===== src/rtl/lcd_text_buffer.sv =====
// lcd_text_buffer: 4x16 character frame buffer with a refresh scheduler for
// the HD44780 4-bit driver. Bytes arrive on a valid/ready port and are either
// stored at the cursor or decoded as control codes (clear, line feed, CR).
// The driver reads the buffer through rd_addr/rd_data. trg asks it for a
// print pass when content changed, the driver is idle and the holdoff expired.
//
// Handshake: a byte transfers on every rising clk edge where wr_valid and
// wr_ready are both high. wr_ready depends only on the FSM state, never on
// wr_valid. The upstream side holds wr_data stable while wr_valid is high
// and wr_ready is low.
module lcd_text_buffer #(
    parameter int         LINE_WIDTH         = 16,
    parameter int         LINES              = 4,
    parameter int         MEM_BITS           = 6,
    parameter int         MIN_REFRESH_CYCLES = 1000,
    parameter logic [7:0] FILL_CHAR          = 8'h20
) (
    input  logic                clk,
    input  logic                rst,
    input  logic                wr_valid,
    output logic                wr_ready,
    input  logic [7:0]          wr_data,
    input  logic [MEM_BITS-1:0] rd_addr,
    output logic [7:0]          rd_data,
    input  logic                lcd_busy,
    output logic                trg,
    output logic [MEM_BITS-1:0] cursor,
    output logic                dbg_state
);

    localparam int DEPTH     = LINE_WIDTH * LINES;
    localparam int COL_BITS  = $clog2(LINE_WIDTH);
    localparam int LINE_BITS = MEM_BITS - COL_BITS;
    localparam int HOLD_BITS = $clog2(MIN_REFRESH_CYCLES + 1);

    localparam logic [MEM_BITS-1:0]  LAST_ADDR = MEM_BITS'(DEPTH - 1);
    localparam logic [MEM_BITS-1:0]  ADDR_ONE  = MEM_BITS'(1);
    localparam logic [LINE_BITS-1:0] LINE_ONE  = LINE_BITS'(1);
    localparam logic [HOLD_BITS-1:0] HOLD_LOAD = HOLD_BITS'(MIN_REFRESH_CYCLES);
    localparam logic [HOLD_BITS-1:0] HOLD_ONE  = HOLD_BITS'(1);
    localparam logic [HOLD_BITS-1:0] HOLD_ZERO = '0;

    localparam logic [7:0] CODE_CLEAR = 8'h0C;
    localparam logic [7:0] CODE_LF    = 8'h0A;
    localparam logic [7:0] CODE_CR    = 8'h0D;

    typedef enum logic {
        ST_CLEAR = 1'b0,
        ST_RUN   = 1'b1
    } state_t;

    state_t               state;
    state_t               state_next;
    logic [7:0]           mem [DEPTH];
    logic [MEM_BITS-1:0]  clr_idx;
    logic                 dirty;
    logic [HOLD_BITS-1:0] holdoff;

    logic                 accept;
    logic                 is_ctrl;
    logic                 clear_done;
    logic                 fire;
    logic                 set_dirty;
    logic                 mem_we;
    logic [MEM_BITS-1:0]  mem_waddr;
    logic [7:0]           mem_wdata;

    assign accept     = wr_valid && wr_ready;
    assign is_ctrl    = (wr_data == CODE_CLEAR) || (wr_data == CODE_LF) || (wr_data == CODE_CR);
    assign clear_done = (state == ST_CLEAR) && (clr_idx == LAST_ADDR);
    // trg itself is in the term so a pulse is never stretched to two cycles.
    assign fire       = (state == ST_RUN) && dirty && !lcd_busy && (holdoff == HOLD_ZERO) && !trg;
    assign set_dirty  = clear_done || (accept && !is_ctrl);

    // FSM state register.
    always_ff @(posedge clk or negedge rst) begin
        if (!rst) state <= ST_CLEAR;
        else      state <= state_next;
    end

    // FSM next state: the clear sweep ends after the last address; a clear code restarts it.
    always_comb begin
        state_next = state;
        case (state)
            ST_CLEAR: if (clr_idx == LAST_ADDR) state_next = ST_RUN;
            ST_RUN:   if (accept && (wr_data == CODE_CLEAR)) state_next = ST_CLEAR;
            default:  state_next = ST_CLEAR;
        endcase
    end

    // FSM outputs: the port is only open while running.
    always_comb begin
        wr_ready  = (state == ST_RUN);
        dbg_state = state;
    end

    // Memory write mux: the clear sweep owns the port in CLEAR, accepted characters in RUN.
    always_comb begin
        mem_we    = 1'b0;
        mem_waddr = cursor;
        mem_wdata = wr_data;
        if (state == ST_CLEAR) begin
            mem_we    = 1'b1;
            mem_waddr = clr_idx;
            mem_wdata = FILL_CHAR;
        end else if (accept && !is_ctrl) begin
            mem_we = 1'b1;
        end
    end

    // Character RAM, not reset: contents survive rst until the clear sweep refills them.
    always_ff @(posedge clk) begin
        if (mem_we) mem[mem_waddr] <= mem_wdata;
    end

    // Registered read port; a write to the same address this cycle returns the old byte.
    always_ff @(posedge clk or negedge rst) begin
        if (!rst) rd_data <= 8'h00;
        else      rd_data <= mem[rd_addr];
    end

    // Cursor and clear index: sweep in CLEAR, decode accepted bytes in RUN.
    always_ff @(posedge clk or negedge rst) begin
        if (!rst) begin
            cursor  <= '0;
            clr_idx <= '0;
        end else if (state == ST_CLEAR) begin
            clr_idx <= clr_idx + ADDR_ONE;
        end else if (accept) begin
            case (wr_data)
                CODE_CLEAR: begin
                    cursor  <= '0;
                    clr_idx <= '0;
                end
                CODE_LF: cursor <= {cursor[MEM_BITS-1:COL_BITS] + LINE_ONE, {COL_BITS{1'b0}}};
                CODE_CR: cursor <= {cursor[MEM_BITS-1:COL_BITS], {COL_BITS{1'b0}}};
                default: cursor <= cursor + ADDR_ONE;
            endcase
        end
    end

    // Refresh scheduler: one trg pulse per change, spaced by the holdoff; a new write wins over the clear of dirty.
    always_ff @(posedge clk or negedge rst) begin
        if (!rst) begin
            trg     <= 1'b0;
            dirty   <= 1'b0;
            holdoff <= '0;
        end else begin
            trg <= fire;
            if (set_dirty)  dirty <= 1'b1;
            else if (fire)  dirty <= 1'b0;
            if (fire)                        holdoff <= HOLD_LOAD;
            else if (holdoff != HOLD_ZERO)   holdoff <= holdoff - HOLD_ONE;
        end
    end

endmodule


===== config.mk =====
export PLATFORM = sky130hd
export DESIGN_NAME = lcd_text_buffer
export DESIGN_NICKNAME = d
export VERILOG_FILES = /design/src/rtl/lcd_text_buffer.sv
export SDC_FILE = /design/constraint.sdc
export NUM_CORES = 1
export LEC_CHECK = 0
export ABC_CLOCK_PERIOD_IN_PS = 5400
export CAP_MARGIN = 10
export CORE_MARGIN = 2
export CORE_UTILIZATION = 45
export DETAILED_ROUTE_END_ITERATION = 10
export SYNTH_ARGS = -nofsm -noshare
export SYNTH_HDL_FRONTEND = slang
export SYNTH_SLANG_ARGS = --single-unit

===== constraint.sdc =====
create_clock -name clk -period 5.4 [get_ports clk]
set_input_delay 0.54 -clock clk [delete_from_list [all_inputs] [get_ports clk]]
set_output_delay 0.54 -clock clk [all_outputs]
set_load 0.1 [all_outputs]

==> results of run 1 <==
## logic make-up (layout without fill, tap and decap cells)
kind of cell	after synthesis	in the layout	synth area share [%]
compound gates	106	106	3.26
mux	168	168	15.6
buf+inv	63	153	1.43
flops	545	545	75.2
fa+ha+maj	4	4	0.232
xor+xnor	4	4	0.163
simple gates	191	191	4.16
## final timing paths
kind / start / to / slack [ps] / depth (start not counted)
min in group clk: dirty / dirty / 490 / 2
worst min register to register: dirty / dirty / 490 / 2
max in group asynchronous: rst / rd_data[6] / 4780 / 1
worst max register to register: dbg_state / mem[26][4] / 1830 / 4
worst max-delay path: dbg_state / mem[26][4] / 1830 / 4
worst min-delay path: rst / clr_idx[3] / 70 / 1
## Yosys cell counts, types with 3 or more instances
cell type / n / area, µm²
o22ai_1: 5 / 31.3
a21oi_1: 22 / 110
a211oi_1: 12 / 90.1
clkbuf_1: 14 / 52.6
or3_1: 3 / 18.8
nand3_1: 16 / 80.1
nor2b_1: 9 / 56.3
buf_4: 8 / 60.1
buf_1: 6 / 22.5
o32ai_1: 7 / 61.3
mux4_2: 133 / 3000
nor3b_1: 4 / 30.0
or2_2: 3 / 18.8
xnor2_1: 3 / 26.3
nand2b_1: 6 / 37.5
mux2_2: 8 / 90.1
ha_1: 4 / 50.1
dfrtp_1: 33 / 826
o21ai_0: 28 / 140
buf_2: 21 / 105
inv_1: 11 / 41.3
mux2i_1: 27 / 270
and2_1: 8 / 50.1
o31ai_1: 9 / 67.6
nor2_1: 86 / 323
nand2_1: 39 / 146
edfxtp_1: 512 / 15400
o221ai_1: 6 / 52.6
## area by class of cell
cell class                 instances  area share (%)
tap                              615            3.18
inverter                          11           0.171
multi-input combinational        473            20.9
clock inverter                    34            1.26
sequential                       545            67.0
timing repair buffer              43            1.68
clock buffer                      65            5.79
## layout by cell type, fill, tap and decap left out, drive strengths merged, types with 5 or more instances in the layout
master / n
clkdlybuf4s50: 29
buf: 13
nor2: 86
nand2: 39
edfxtp: 512
o21ai: 30
inv: 13
nor2b: 9
nand2b: 6
dfrtp: 33
mux4: 133
clkbuf: 66
o32ai: 7
o221ai: 6
nand3: 16
clkinv: 24
a211oi: 12
and2: 8
o31ai: 9
mux2: 8
o22ai: 5
bufinv: 5
a21oi: 22
mux2i: 27
## report_power, final
part | internal [mW] | switching (mW) | leakage [nW]
sequential | 4.83 | 0.115 | 5.00
combinational | 0.294 | 0.788 | 1.80
clock | 2.08 | 1.56 | 0.841
## critical path: cells and delay by family (launching register included)
kind,cells,cell delay (ps)
AO/OA/AOI/OAI,1,620
flip-flops,1,880
AND/OR/NAND/NOR,3,1680
## per-stage QoR
step | cell area (µm²) | power (mW)
final | 24200 | 9.67
after global routing | 24200 | 9.99
after CTS | 24200 | 9.74
after detailed placement | 22500 | 6.13
after global placement | 22500 | 6.12
after floorplan | 21500 | 5.70
## flip-flops by register name, indices dropped and copies added, names as in the netlist
| signal | count |
|---|---|
| holdoff | 10 |
| cursor | 6 |
| dirty | 1 |
| rd_data | 8 |
| trg | 1 |
| dbg_state | 1 |
| mem | 512 |
| clr_idx | 6 |
## routing by layer
metal  vias to the layer above  share of wire [%]
met1                      5580                 44
met3                        73                6.7
met2                       412                 47
met4                         2                2.1
li1                       4544                  -
met5                         -              0.026
==> reports/results.tsv, run 1 <==
stage	metric	value	unit
timing	worst rel slew slack	21.1	%
global_route	total grt overflow	0	
setup_path	Crit Path Max Fanout	25	
timing	Setup-failing EPs final	0	
timing	setup TNS	0	ps
timing	fmax	280	MHz
global_route	pin count of the biggest net entering global routing	70	
placement	Cells after DPL	1687	
drt	post-route DRC violation count	0	
global_route	initial antenna violation count	1	
drt	post-route ant nets	0	
yosys	Netlist cell types	57	
global_route	most used routing layer	met2	
layout	register area	0.0162	mm²
floorplanning	Starting Density	45.3	%
clock_tree	clock slew at reported path FFs	60	ps
yosys	Synth Warn #	0	
clock_tree	post-CTS setup buffer count	0	
timing	RSZ-0062 raised after global routing	no	
floorplanning	# IOs	35	
clock_tree	H-tree depth	2	
global_route	met1 usage	30.8	%
setup_path	CP endpoint kind	register	
placement	Final GP Congestion	0.827	
global_route	grt met2 use	31.7	%
clock_tree	CTS tree	built	
floorplanning	DIE AREA	0.0497	mm²
layout	Post-Layout Cell Count	1786	
clock_tree	Post-CTS Resized	0	
clock_tree	Clock Sink Count	545	
drt	wirelength, routed	49900	µm
flow_run	max-capacitance violation count	0	
setup_path	Req. time, crit path	5620	ps
drt	routed vias	10600	
timing	Slew Viols, Final	0	
placement	DP HPWL	29800	µm
setup_path	Critical Path AT	3780	ps
yosys	Synth Flop Type	edfxtp_1	
clock_tree	CTS root buf	clkbuf_16	
floorplanning	core area	0.0475	mm²
layout	Final Core Density	50.9	%
setup_path	CP cell instances	nand2_1 > o32ai_1 > nand2_1 > nor2_1	
power	pwr dens	400	mW/mm²
floorplanning	Die Y	223	µm
clock_tree	worst-skew pair later-pin latency	600	ps
clock_tree	hold buffer count at cts	0	
timing	Final min period	3570	ps
run_status	status	finished, final reports clean	
global_route	number of global-route vias before repair	10700	
floorplanning	Site Rows	80	
global_route	first-pass GRT wire length	74100	µm
yosys	Synth Instances	1081	
timing	Final Hold Vio Count	0	
placement	port bufs	34	
global_route	Overall Global Routing Usage	20.6	%
yosys	Post-Syn Area	0.0215	mm²
timing	Slew @ Worst Pin	1180	ps
power	Worst VDD drop	0.224	mV
drt	drt wl/cell	28.0	µm
setup_path	Most common cell on crit path	nand2_1	
placement	post-place setup slack	1490	ps
layout	share of layout cells above drive strength 1	21.9	%
yosys	sequential area share after synthesis	75.2	%
power	P_leak	7.64	nW
yosys	syn nets	1103	
yosys	#FFs+latches synth	545	
drt	DR iter-0 viols	1148	
yosys	Avg Inst Size Synth	19.9	µm²
timing	clk_skew	17.7	ps
timing	hold_ws	66.4	ps
setup_path	CP Launch Type	register	
hold_path	Worst Hold Class	primary input to asynchronous set/reset pin	
setup_path	Slowest cell on crit path	dfrtp_1	
yosys	Post-synth EDFFs	512	
setup_path	kind of critical path	register to register	
setup_path	max incr delay on CP	880	ps
timing	fin crit share	66.0	%
clock_tree	Inserted Clock Buffers	53	
timing	fin worst setup slack	1830	ps
layout	Final #Nets	1149	
clock_tree	Max clock buf depth	3	
floorplanning	chip width	223	µm
layout	area grow syn2layout	12.2	%
layout	multi-input combinational cell area	0.00506	mm²
drt	DR pass1 iterations	4	
layout	# fillers	3725	
yosys	ys async rst share	6.06	%
layout	Inserted Diodes	0	
drt	vias per inst	5.94	
global_route	met3 Resource Use GR	3.65	%
(Power assumes the default switching activity.)
==> inputs of run 2 (changes only) <==
- ABC_CLOCK_PERIOD_IN_PS: 5400 -> 3580
- clock period: 5.4 -> 3.58 ns (I/O delays scaled with it)
==> reports/results.tsv, run 2 (same netlist as run 1, synthesis figures left out) <==
stage	metric	value	unit
run_status	status	finished, final reports clean	
layout	max reg flops	512	
clock_tree	worst-skew pair later-pin latency	600	ps
floorplanning	chip width	223	µm
flow_run	max-capacitance violation count	0	
setup_path	delay-heaviest family, CP	buffers and inverters	
floorplanning	core area	0.0475	mm²
power	sequential share of power	49.2	%
clock_tree	CTS tree	built	
clock_tree	clock slew at reported path FFs	60	ps
setup_path	kind of critical path	register to output port	
layout	Biggest register	mem	
timing	fin worst setup slack	945	ps
timing	hold_ws	460	ps
setup_path	register-to-register setup slack	1070	ps
setup_path	CP cell instances	clkdlybuf4s50_1	
drt	drt wl/cell	27.4	µm
layout	most frequent cells in the layout	edfxtp_1 (512), mux4_2 (133), nor2_1 (86), buf_4 (74), clkbuf_16 (55)	
layout	Inserted Diodes	0	
global_route	first-pass GRT wire length	75400	µm
setup_path	worst r2r path cells	4	
setup_path	Crit Path Max Fanout	8	
placement	Final GP Congestion	0.799	
clock_tree	Inserted Clock Buffers	54	
power	share of power burned in combinational logic	11.3	%
power	P_leak	8.10	nW
setup_path	worst setup path startpoint	cursor[3]	
drt	routed vias	10900	
clock_tree	Post-CTS Resized	0	
floorplanning	Die Y	223	µm
power	Switch Pwr	3.72	mW
layout	area grow syn2layout	15.9	%
floorplanning	Site Rows	80	
setup_path	CP endpoint kind	output port	
hold_path	Worst Hold Class	primary input to asynchronous set/reset pin	
setup_path	r2r startpoint	dbg_state	
placement	DP HPWL	31900	µm
floorplanning	DIE AREA	0.0497	mm²
layout	share of layout cells above drive strength 1	26.5	%
setup_path	FF-to-FF End	mem[4][7]	
global_route	pin count of the biggest net entering global routing	65	
placement	port bufs	34	
drt	wirelength, routed	50800	µm
power	clock share of power	39.4	%
clock_tree	Max clock buf depth	3	
global_route	initial antenna violation count	0	
setup_path	Req. time, crit path	3220	ps
power	pwr dens	605	mW/mm²
floorplanning	# IOs	35	
setup_path	CP Launch Type	register	
clock_tree	Clock Sink Count	545	
timing	worst rel slew slack	33.3	%
clock_tree	H-tree depth	2	
timing	fin crit share	73.6	%
global_route	Overall Global Routing Usage	21.1	%
power	Power Total	15.1	mW
power	internal power	11.4	mW
timing	Slew @ Worst Pin	997	ps
power	switching power share of the total	24.6	%
setup_path	Slowest cell on crit path	clkdlybuf4s50_1	
setup_path	Critical Path AT	2280	ps
layout	Final #Nets	1222	
timing	Slew Viols, Final	0	
global_route	total grt overflow	0	
timing	Setup-failing EPs final	0	
layout	Largest regs	mem (512), holdoff (10), rd_data (8)	
setup_path	Worst Path Buf+Inv	1	
drt	DR iter-0 viols	1066	
timing	clk_skew	29.0	ps
timing	fmax	379	MHz
clock_tree	CTS root buf	clkbuf_16	
setup_path	max incr delay on CP	1190	ps
drt	DR pass1 iterations	5	
drt	post-route DRC violation count	0	
timing	Final min period	2640	ps
clock_tree	post-CTS setup buffer count	0	
placement	post-place setup slack	662	ps
layout	most common cell after layout, fill and taps aside	edfxtp_1	
layout	Final Core Density	52.5	%
timing	setup TNS	0	ps
drt	vias per inst	5.85	
drt	post-route ant nets	0	
floorplanning	Starting Density	45.3	%
timing	Final Hold Vio Count	0	
power	Worst VDD drop	0.422	mV
global_route	number of global-route vias before repair	11100	
timing	RSZ-0062 raised after global routing	no	
run 2: cell types whose count changed in the layout (fill, tap and decap cells not counted):
cell	delta
inv_6	-1
clkinvlp_4	-2
clkdlybuf4s50_1	-2
dlygate4sd3_1	+1
clkbuf_16	+2
and2_4	-6
clkbuf_8	-3
buf_4	+65
buf_12	+8
bufinv_16	+6
clkinv_2	-3
clkinv_1	+1
and2_2	+6
run 2: power by group through the flow:
stage          registers [mW]  logic, mW  clock network (mW)
2_1_floorplan            7.79      0.802                   0
3_3_place_gp             7.57       1.72                   0
3_5_place_dp             7.57       1.72                   0
4_1_cts                  7.44       1.73                6.05
5_1_grt                  7.46       1.82                6.30
6_report                 7.44       1.71                5.96
run 2: final cells by class:
cell class	count	area, µm²
Inverter	11	41.3
Multi-Input combinational cell	473	5050
Tap cell	615	769
Clock inverter	35	449
Fill cell	3700	22600
Sequential cell	545	16200
Clock buffer	64	1410
Timing Repair Buffer	115	1040
run 2: repair_timing:
action,in CTS,in global routing
hold buffers,1,0
setup endpoints to repair,0,0
endpoints found under the hold margin,33,0
run 2: per-stage QoR:
step                cell area, µm²  instances
finish                       25000       1858
global route                 25000       1858
global placement             23100       1758
floorplan                    21500       1081
detailed placement           23100       1758
CTS                          25000       1858
run 2: how the worst max path moves through the flow:
stage	endpoint	cells after the start	slack, ps
after floorplan	mem[0][0]	3	740
after global placement	mem[63][2]	7	670
after CTS	rd_data[2]	1	900
after global routing	cursor[3]	1	870
after detailed placement	mem[63][1]	7	660
final	cursor[3]	1	940
run 2: metal layers:
layer	track usage (%)	vias to the layer above	part of all wire, %
li1	-	4688	-
met1	31.0	5698	43
met2	31.9	386	47
met3	4.43	90	7.4
met4	6.47	0	2.8
met5	0	-	0
==> inputs of run 3 (changes only) <==
- ABC_CLOCK_PERIOD_IN_PS: 3580 -> 2500
- clock period: 3.58 -> 2.5 ns (I/O delays scaled with it)
==> reports/results.tsv, run 3 (same netlist as run 1, synthesis figures left out) <==
stage	metric	value	unit
clock_tree	H-tree depth	2	
clock_tree	Inserted Clock Buffers	54	
layout	Inserted Diodes	0	
timing	setup TNS	0	ps
setup_path	delay-heaviest family, CP	simple AND/OR/NAND/NOR gates	
layout	area grow syn2layout	19.7	%
drt	post-route ant nets	0	
timing	worst rel slew slack	45.6	%
global_route	initial antenna violation count	0	
setup_path	CP endpoint kind	register	
timing	Final min period	2380	ps
global_route	Overall Global Routing Usage	20.9	%
flow_run	max-capacitance violation count	0	
layout	# fillers	3634	
setup_path	Most common cell on crit path	buf_4	
drt	routed vias	11200	
timing	Final Hold Vio Count	0	
power	P_leak	8.60	nW
setup_path	CP cell instances	buf_4 > and2_1 > a31o_2 > nand2_1 > buf_4 > nor2_1	
clock_tree	Clock Sink Count	545	
run_status	status	finished, final reports clean	
clock_tree	CTS root buf	clkbuf_16	
setup_path	max incr delay on CP	630	ps
layout	Final Core Density	54.2	%
power	pwr dens	828	mW/mm²
setup_path	kind of critical path	register to register	
floorplanning	Starting Density	45.3	%
floorplanning	DIE AREA	0.0497	mm²
global_route	total grt overflow	0	
placement	port bufs	34	
placement	Final GP Congestion	0.791	
power	Power Total	21.3	mW
layout	Largest regs	mem (512), holdoff (10), rd_data (8)	
setup_path	Levels on crit path	6	
timing	fmax	420	MHz
floorplanning	Site Rows	80	
setup_path	r2r startpoint	dbg_state	
layout	Final #Nets	1321	
drt	DR pass1 iterations	5	
timing	Slew Viols, Final	0	
layout	max reg flops	512	
setup_path	Critical Path AT	2610	ps
clock_tree	worst-skew pair later-pin latency	600	ps
timing	Slew @ Worst Pin	813	ps
drt	wirelength, routed	50700	µm
floorplanning	core area	0.0475	mm²
setup_path	Crit Path Max Fanout	15	
clock_tree	Max clock buf depth	3	
setup_path	worst setup path startpoint	dbg_state	
global_route	number of global-route vias before repair	11400	
layout	share of layout cells above drive strength 1	33.1	%
timing	hold_ws	198	ps
placement	DP HPWL	31600	µm
timing	Setup-failing EPs final	0	
global_route	first-pass GRT wire length	75600	µm
setup_path	Req. time, crit path	2720	ps
global_route	pin count of the biggest net entering global routing	65	
layout	most frequent cells in the layout	edfxtp_1 (512), buf_4 (168), mux4_2 (133), nor2_1 (77), clkbuf_16 (57)	
timing	fin worst setup slack	117	ps
hold_path	Worst Hold Class	primary input to asynchronous set/reset pin	
setup_path	worst r2r path cells	6	
clock_tree	CTS tree	built	
clock_tree	clock slew at reported path FFs	60	ps
drt	drt wl/cell	25.9	µm
floorplanning	# IOs	35	
power	Worst VDD drop	0.642	mV
setup_path	Worst Path Buf+Inv	2	
floorplanning	chip width	223	µm
timing	RSZ-0062 raised after global routing	no	
floorplanning	Die Y	223	µm
setup_path	CP Launch Type	register	
layout	Biggest register	mem	
drt	post-route DRC violation count	0	
drt	vias per inst	5.70	
timing	clk_skew	9.46	ps
timing	fin crit share	95.3	%
placement	post-place setup slack	-372	ps
drt	DR iter-0 viols	1103	
layout	most common cell after layout, fill and taps aside	edfxtp_1	
setup_path	Slowest cell on crit path	nor2_1	
==> run 3: layout make-up <==
cell class | instances | area, µm² | area share (%)
repair buffers | 214 | 2000 | 7.76
inverters | 11 | 41.3 | 0.160
flip-flops and latches | 545 | 16200 | 62.8
well taps | 615 | 769 | 2.98
multi-input cells | 473 | 5070 | 19.7
clock inverters | 21 | 150 | 0.582
clock buffers | 80 | 1550 | 6.02
==> run 3: metrics by stage <==
step	instance area [µm²]	instances
after global routing	25800	1959
after detailed placement	24000	1854
after floorplan	21600	1081
after global placement	24000	1854
final	25800	1959
after CTS	25800	1956
==> run 3: path summary, 6_finish.rpt <==
path	slack (ps)	end
worst max register to register	120	mem[45][7]
worst max-delay path	120	mem[45][7]
min in group clk	460	trg
max in group asynchronous	1630	rd_data[7]
worst min-delay path	200	cursor[5]
worst min register to register	480	holdoff[9]
==> run 3: worst register-to-register path: stages (launching register included) <==
cell	delay, ps
dfrtp_2	520
buf_4	190
and2_1	160
a31o_2	230
nand2_1	70
buf_4	200
nor2_1	640
==> run 3: power by group <==
part	leakage, nW	internal (mW)	switching (mW)	total [mW]
clock network	0.832	4.49	3.34	7.83
logic	2.77	1.07	1.85	2.92
registers	5.00	10.4	0.175	10.6
==> run 3: what timing repair did <==
item,4_1_cts,5_1_grt
buffers inserted,0,3
hold buffers,1,0
resized for setup,3,6
hold endpoints to repair,23,0
setup endpoints to repair,21,69
==> run 3: per-layer routing <==
metal  GRT usage [%]  vias up  routed length [µm]
met5               0        -                   0
met3            4.02       73                2970
met4            5.37        0                1060
li1                -     4886                   -
met1            29.8     5888               21800
met2            33.4      325               24900
